File: config.mk
export PLATFORM = sky130hd
export DESIGN_NAME = stage_mem_ctrl
export DESIGN_NICKNAME = d
export VERILOG_FILES = /design/src/rtl/stage_mem_pkg.sv /design/src/rtl/rr_arb2.sv /design/src/rtl/stage_mem_ctrl.sv
export SDC_FILE = /design/constraint.sdc
export NUM_CORES = 1
export LEC_CHECK = 0
export CAP_MARGIN = 20
export CELL_PAD_IN_SITES_DETAIL_PLACEMENT = 0
export CELL_PAD_IN_SITES_GLOBAL_PLACEMENT = 2
export CORE_MARGIN = 1.5
export CORE_UTILIZATION = 17
export CTS_CLUSTER_DIAMETER = 40
export DETAILED_ROUTE_END_ITERATION = 10
export GPL_TIMING_DRIVEN = 0
export PLACE_DENSITY = 0.88
export REMOVE_ABC_BUFFERS = 1
export SLEW_MARGIN = 40
export SYNTH_ARGS = -nofsm -noshare
export SYNTH_HDL_FRONTEND = slang
export SYNTH_SLANG_ARGS = --single-unit
File: constraint.sdc
create_clock -name clk -period 4.75 [get_ports clk]
set_input_delay 0.95 -clock clk [delete_from_list [all_inputs] [get_ports clk]]
set_output_delay 0.95 -clock clk [all_outputs]
set_load 0.02 [all_outputs]
File: src/rtl/stage_mem_pkg.sv
// Shared defaults and FSM encoding for the stage memory controller.
package stage_mem_pkg;

  localparam int DATA_W = 72;
  localparam int ADDR_W = 10;

  typedef enum logic {
    IDLE  = 1'b0,
    CLEAR = 1'b1
  } state_t;

endpackage

File: src/rtl/rr_arb2.sv
// Two-requester round-robin arbiter with combinational grants; a tie goes to
// whichever requester was not granted most recently.
module rr_arb2 (
  input  logic clk,
  input  logic rst,
  input  logic en,
  input  logic req_upd,
  input  logic req_rd,
  output logic gnt_upd,
  output logic gnt_rd
);

  logic upd_pref;  // 1: the update side wins the next tie

  // NOTE: sequential state always uses non-blocking assignments so every flop
  // samples the pre-edge values regardless of process ordering.
  always_ff @(posedge clk) begin
    if (rst) begin
      upd_pref <= 1'b1;
    end else if (gnt_upd) begin
      upd_pref <= 1'b0;
    end else if (gnt_rd) begin
      upd_pref <= 1'b1;
    end
  end

  assign gnt_upd = en && req_upd && (!req_rd || upd_pref);
  assign gnt_rd  = en && req_rd && (!req_upd || !upd_pref);

endmodule

File: src/rtl/stage_mem_ctrl.sv
// Single-port BRAM controller: arbitrates table updates against readbacks and
// runs a full-memory zero sweep on request.
module stage_mem_ctrl
  import stage_mem_pkg::*;
#(
  parameter int DATA = DATA_W,
  parameter int ADDR = ADDR_W
) (
  input  logic            clk,
  input  logic            rst,
  input  logic            upd_valid,
  output logic            upd_ready,
  input  logic [ADDR-1:0] upd_addr,
  input  logic [DATA-1:0] upd_data,
  input  logic            rd_valid,
  output logic            rd_ready,
  input  logic [ADDR-1:0] rd_addr,
  output logic            rsp_valid,
  output logic [DATA-1:0] rsp_data,
  input  logic            clr_start,
  output logic            clr_busy,
  output logic            clr_done,
  output logic            mem_wr,
  output logic [ADDR-1:0] mem_addr,
  output logic [DATA-1:0] mem_din,
  input  logic [DATA-1:0] mem_dout
);

  state_t        state_q, state_d;
  logic [ADDR:0] clr_cnt_q, clr_cnt_d;
  logic          arb_en, clr_wr, clr_last;
  logic          rd_pend;

  rr_arb2 u_arb (
    .clk     (clk),
    .rst     (rst),
    .en      (arb_en),
    .req_upd (upd_valid),
    .req_rd  (rd_valid),
    .gnt_upd (upd_ready),
    .gnt_rd  (rd_ready)
  );

  always_ff @(posedge clk) begin
    if (rst) begin
      state_q   <= IDLE;
      clr_cnt_q <= '0;
    end else begin
      state_q   <= state_d;
      clr_cnt_q <= clr_cnt_d;
    end
  end

  // NOTE: every signal written here gets a default first, otherwise a path
  // that skips an assignment would infer a latch.
  always_comb begin
    state_d   = state_q;
    clr_cnt_d = clr_cnt_q;
    arb_en    = 1'b0;
    clr_wr    = 1'b0;
    clr_last  = 1'b0;
    case (state_q)
      IDLE: begin
        arb_en = !clr_start;
        if (clr_start) begin
          state_d   = CLEAR;
          clr_cnt_d = '0;
        end
      end
      CLEAR: begin
        // The extra counter bit flags that all 2**ADDR words have been issued.
        if (clr_cnt_q[ADDR]) begin
          state_d   = IDLE;
          clr_cnt_d = '0;
          clr_last  = 1'b1;
        end else begin
          clr_wr    = 1'b1;
          clr_cnt_d = clr_cnt_q + {{ADDR{1'b0}}, 1'b1};
        end
      end
      default: state_d = IDLE;
    endcase
  end

  // NOTE: the BRAM contents themselves are never reset; zeroing them is the
  // explicit job of the clear sweep, which reset may abort part-way.
  always_ff @(posedge clk) begin
    if (rst) begin
      mem_wr    <= 1'b0;
      mem_addr  <= '0;
      mem_din   <= '0;
      rd_pend   <= 1'b0;
      rsp_valid <= 1'b0;
      clr_done  <= 1'b0;
    end else begin
      mem_wr    <= 1'b0;
      rd_pend   <= rd_valid && rd_ready;
      rsp_valid <= rd_pend;
      clr_done  <= clr_last;
      if (clr_wr) begin
        mem_wr   <= 1'b1;
        mem_addr <= clr_cnt_q[ADDR-1:0];
        mem_din  <= '0;
      end else if (upd_valid && upd_ready) begin
        mem_wr   <= 1'b1;
        mem_addr <= upd_addr;
        mem_din  <= upd_data;
      end else if (rd_valid && rd_ready) begin
        mem_addr <= rd_addr;
      end
    end
  end

  assign rsp_data = mem_dout;
  assign clr_busy = (state_q == CLEAR);

endmodule

Word level (Yosys, flattened, before mapping)
Cells that the tools add are included.

Mux-type cells: 16. Equal/unequal tests: 1. $add $sub $neg: 1. Reductions and logical operators: 16. Bitwise gates (word level): 1.

Operator list (number): $mux 10 (3); $mux 11 (2); $pmux 11 s2 (1); $add 11x1->11 const B (1); $mux 1 (9); $logic_and 1x1->1 (6); $logic_not 1->1 (4); $reduce_or 2->1 (2); $reduce_bool 3->1 (1); $logic_or 1x1->1 (2); $ne 2x2->1 const B (1); $pmux 1 s2 (1); $reduce_bool 2->1 (1); $not 1->1 (1).

Output and inout port bits: 160. Register bits: 99. Input port bits: 169.

Logic depth before layout (Yosys ltp)
Word-level depth: 8. Gate-level depth with buffers: 7. Mapped depth without buffers: 5.

Modules after synthesis
Synthesis repeated with hierarchy kept, for this count alone.

Cells, all modules: 556. Area, all modules: 4326.6 um^2.

Modules (own cells, without submodules): stage_mem_ctrl (area an instance 4267.8 um^2, times used 1, sequential area each 1961.9 um^2, cells each 548); rr_arb2 (area an instance 58.8 um^2, times used 1, sequential area each 20.0 um^2, cells each 8).

Least setup slack after synthesis
Ideal clock, no wire load.

Path type: input to output. Start point: input port clr_start. End point: output port rd_ready. Required time: 3.800 ns. Path slack: 1.994 ns. Path buffers: 1. Cell stages on the path: 4. Data arrival time: 1.806 ns. Cell sequence: nor2_1 > clkbuf_1 > nand3_1 > inv_1.

Cells in the longest elaborated chain, start to end: 4.

RTL lines: from (decl) (RTL line stage_mem_ctrl.sv:20) `input logic clr_start,`; $logic_not 1->1 (RTL line stage_mem_ctrl.sv:64) `arb_en = !clr_start;`; $mux 1 (RTL line stage_mem_ctrl.sv:62) `case (state_q)`; $logic_and 1x1->1 (2 in series) (RTL line rr_arb2.sv:28) `assign gnt_rd = en && req_rd && (!req_upd || !upd_pref);`; to (decl) (RTL line stage_mem_ctrl.sv:16) `output logic rd_ready,`.

No other way between the ends.

Final worst setup path
Start point: input port clr_start. End point: output port upd_ready.

Cells in the longest elaborated chain, start to end: 4.

RTL lines: $logic_not 1->1 (RTL line stage_mem_ctrl.sv:64); $mux 1 (RTL line stage_mem_ctrl.sv:62); $logic_and 1x1->1 (2 in series) (RTL line rr_arb2.sv:27) `assign gnt_upd = en && req_upd && (!req_rd || upd_pref);`; to (decl) (RTL line stage_mem_ctrl.sv:12) `output logic upd_ready,`.

No other way between the ends.

==> flow_summary.json <==
{
  "fin_ws_ps": 247,
  "ys_ff_latch": 99,
  "synth_edf_count": 0,
  "cts.sinks": 99,
  "required_ps": 3800,
  "fp.dieH_um": 160,
  "post_drt_via_cell_ratio": 4.19,
  "critPathKind": "in -> out",
  "path_cells": "clkdlybuf4s50_1 > nor2_2 > nand3_4 > inv_6 > buf_16 > clkdlybuf4s50_1",
  "diodes": 0,
  "area_growth_pct": 47.9,
  "ir_drop_mv": 0.178,
  "drive_gt1_share_pct": 5.23,
  "drc": 0,
  "drt-initial-drc-count": 165,
  "yosysMostFrequentCell": "nand2_1",
  "hp-class": "reg -> reg",
  "ctsHoldBuffers": 0,
  "max_cap_violations": 0,
  "dieArea_um2": 25500,
  "critPathMaxStageDelay_ps": 660,
  "cp_common_cell": "clkdlybuf4s50_1",
  "cts_buffers": 9,
  "io_pins": 329,
  "yosysWarnings": 0,
  "yosys-top-cells-area": "dfxtp_1 (48%), nand2_1 (14%), buf_4 (13%), a21oi_1 (9.8%), nor2_1 (2.3%)",
  "die_w_um": 160,
  "wl_per_cell_um": 20.0,
  "placedCellCount": 939,
  "cts_setup_buffers": 0,
  "wirelength_um": 19100,
  "grt-ovfl-total": 0,
  "dp_hpwl_um": 14100,
  "startpoint_type": "input port",
  "min_period_ps": 4500,
  "synth_xor_area_share_pct": 0,
  "num_vias": 4000,
  "period_share_pct": 94.8,
  "start_util_pct": 17.2,
  "h-tree-depth": 3,
  "syn_area_um2": 4170,
  "stdcell_count": 955,
  "report.power.total_uw": 1960,
  "synth_area_leader_cell": "dfxtp_1",
  "grt_start_max_net_pins": 58,
  "slew-limit-headroom_pct": 62.3,
  "clock_skew_ps": 8.30,
  "final_util_pct": 25.5,
  "crit_fanout": 57,
  "tightest_slew_ps": 564,
  "synth_cell_types": 38,
  "ys_async_sr_fraction_pct": 0,
  "synth_top_family_by_area": "simple AND/OR/NAND/NOR gates",
  "synthAdderAreaFrac_pct": 0.300,
  "synthSimpleGateAreaFrac_pct": 20.3,
  "min_from": "rd_pend",
  "ff_latch_area_um2": 1980,
  "grt_pass1_vias": 3844,
  "rows": 57,
  "place_congestion": 0.709,
  "final_nets": 796,
  "ant_nets": 0,
  "timing.rr.start": "clr_busy",
  "muxShareOfSynthArea_pct": 0.480,
  "multi_input_area_um2": 1530,
  "grt_first_pass_wirelength_um": 27200,
  "antenna_found_initial": 0,
  "worst_path_max_delay_cell": "clkdlybuf4s50_1",
  "synthTopCellsByCount": "nand2_1 (152), dfxtp_1 (99), a21oi_1 (82)",
  "setup_viol": 0,
  "grt_setup_unrepaired": "false",
  "critPathArrivalTime_ps": 3550,
  "p_per_area_nw_per_um2": 318,
  "fmax_mhz": 222,
  "synth-compound-area-share_pct": 15.0,
  "slew_viol_final": 0,
  "n_fill_cell": 2651,
  "seq_area_frac_synth_pct": 47.5,
  "grt.total_usage_pct": 14.6,
  "synthFlopType": "dfxtp_1",
  "syn_avg_cell_area_um2": 7.90,
  "final-hold-violation-count": 0,
  "cts_root_buffer": "clkbuf_16",
  "clkLatencyLatePin_ps": 350,
  "p_leak_uw": 0.00208,
  "path_buf_inv": 4,
  "first_pass_iters": 4,
  "max-clock-path-buffers": 2,
  "cts.clk_slew.worst_paths_ps": 70,
  "cts_resized": 0,
  "portBuffers": 184,
  "startpoint": "clr_start",
  "synth_cells": 528,
  "path_delay_family": "buffers and inverters",
  "pre_cts_ws_ps": 207,
  "core_area_um2": 24200,
  "setup_tns_ps": 0,
  "end_kind": "output pin",
  "outcome": "complete, no violations",
  "netlist.area_leader.share_pct": 47.5,
  "cts_tree": "built"
}
[cells in the final DEF, fill, tap and decap left out, drive strengths merged, types with 2 or more instances in the layout]
master,n
clkdlybuf4s50,183
nand2,152
dfxtp,99
a21oi,82
nor2,25
clkbuf,10
nand3,8
o22ai,7
inv,7
buf,6
nor4,5
o221ai,5
o21ai,5
nand2b,4
a31oi,4
clkinv,3
nor2b,2
a211oi,2
mux2i,2
a31o,2
and3,2
nand4,2
or3,2
[layer usage]
layer / track usage [%] / share of wire (%)
met1: 18.2 / 43
met2: 16.7 / 35
met3: 14.0 / 20
met4: 3.13 / 0.89
met5: 9.09 / 1.5
[power by group]
part	switching, uW	internal [uW]	total (uW)
combinational	161	162	323
clock	348	411	759
sequential	19.0	862	881
total	528	1440	1960
[layout make-up]
| type | count | share of cell area [%] |
|---|---|---|
| clock buffers | 10 | 3.71 |
| clock inverters | 6 | 1.05 |
| flip-flops and latches | 99 | 32.1 |
| inverters | 6 | 0.446 |
| repair buffers | 189 | 31.3 |
| multi-input cells | 321 | 24.8 |
| well taps | 324 | 6.57 |
[through the flow]
step / hold WS [ps] / area (um2)
2_1_floorplan: 414 / 3510
3_3_place_gp: 420 / 5760
3_5_place_dp: 423 / 5870
4_1_cts: 445 / 6170
5_1_grt: 474 / 6170
6_report: 441 / 6170
[cells by family after synthesis]
logic type	Yosys count
AOI/OAI and AO/OA	112
adders and majority gates	1
buffers and inverters	108
DFF	99
muxes	2
and+or+nand+nor	206
[state kept, by name, indices dropped and copies added, names as in the netlist]
| name | cells |
|---|---|
| clr_busy | 1 |
| clr_cnt_q | 11 |
| clr_done | 1 |
| mem_addr | 10 |
| mem_din | 72 |
| mem_wr | 1 |
| rd_pend | 1 |
| rsp_valid | 1 |
| u_arb.upd_pref | 1 |
[worst paths after layout]
kind | to | slack (ps) | cells after the start
min reg2reg | rsp_valid | 440 | 1
max reg2reg | mem_din[18] | 2420 | 6
max | upd_ready | 250 | 6
min | rsp_valid | 440 | 1
Power figures use the tool's default switching activity.
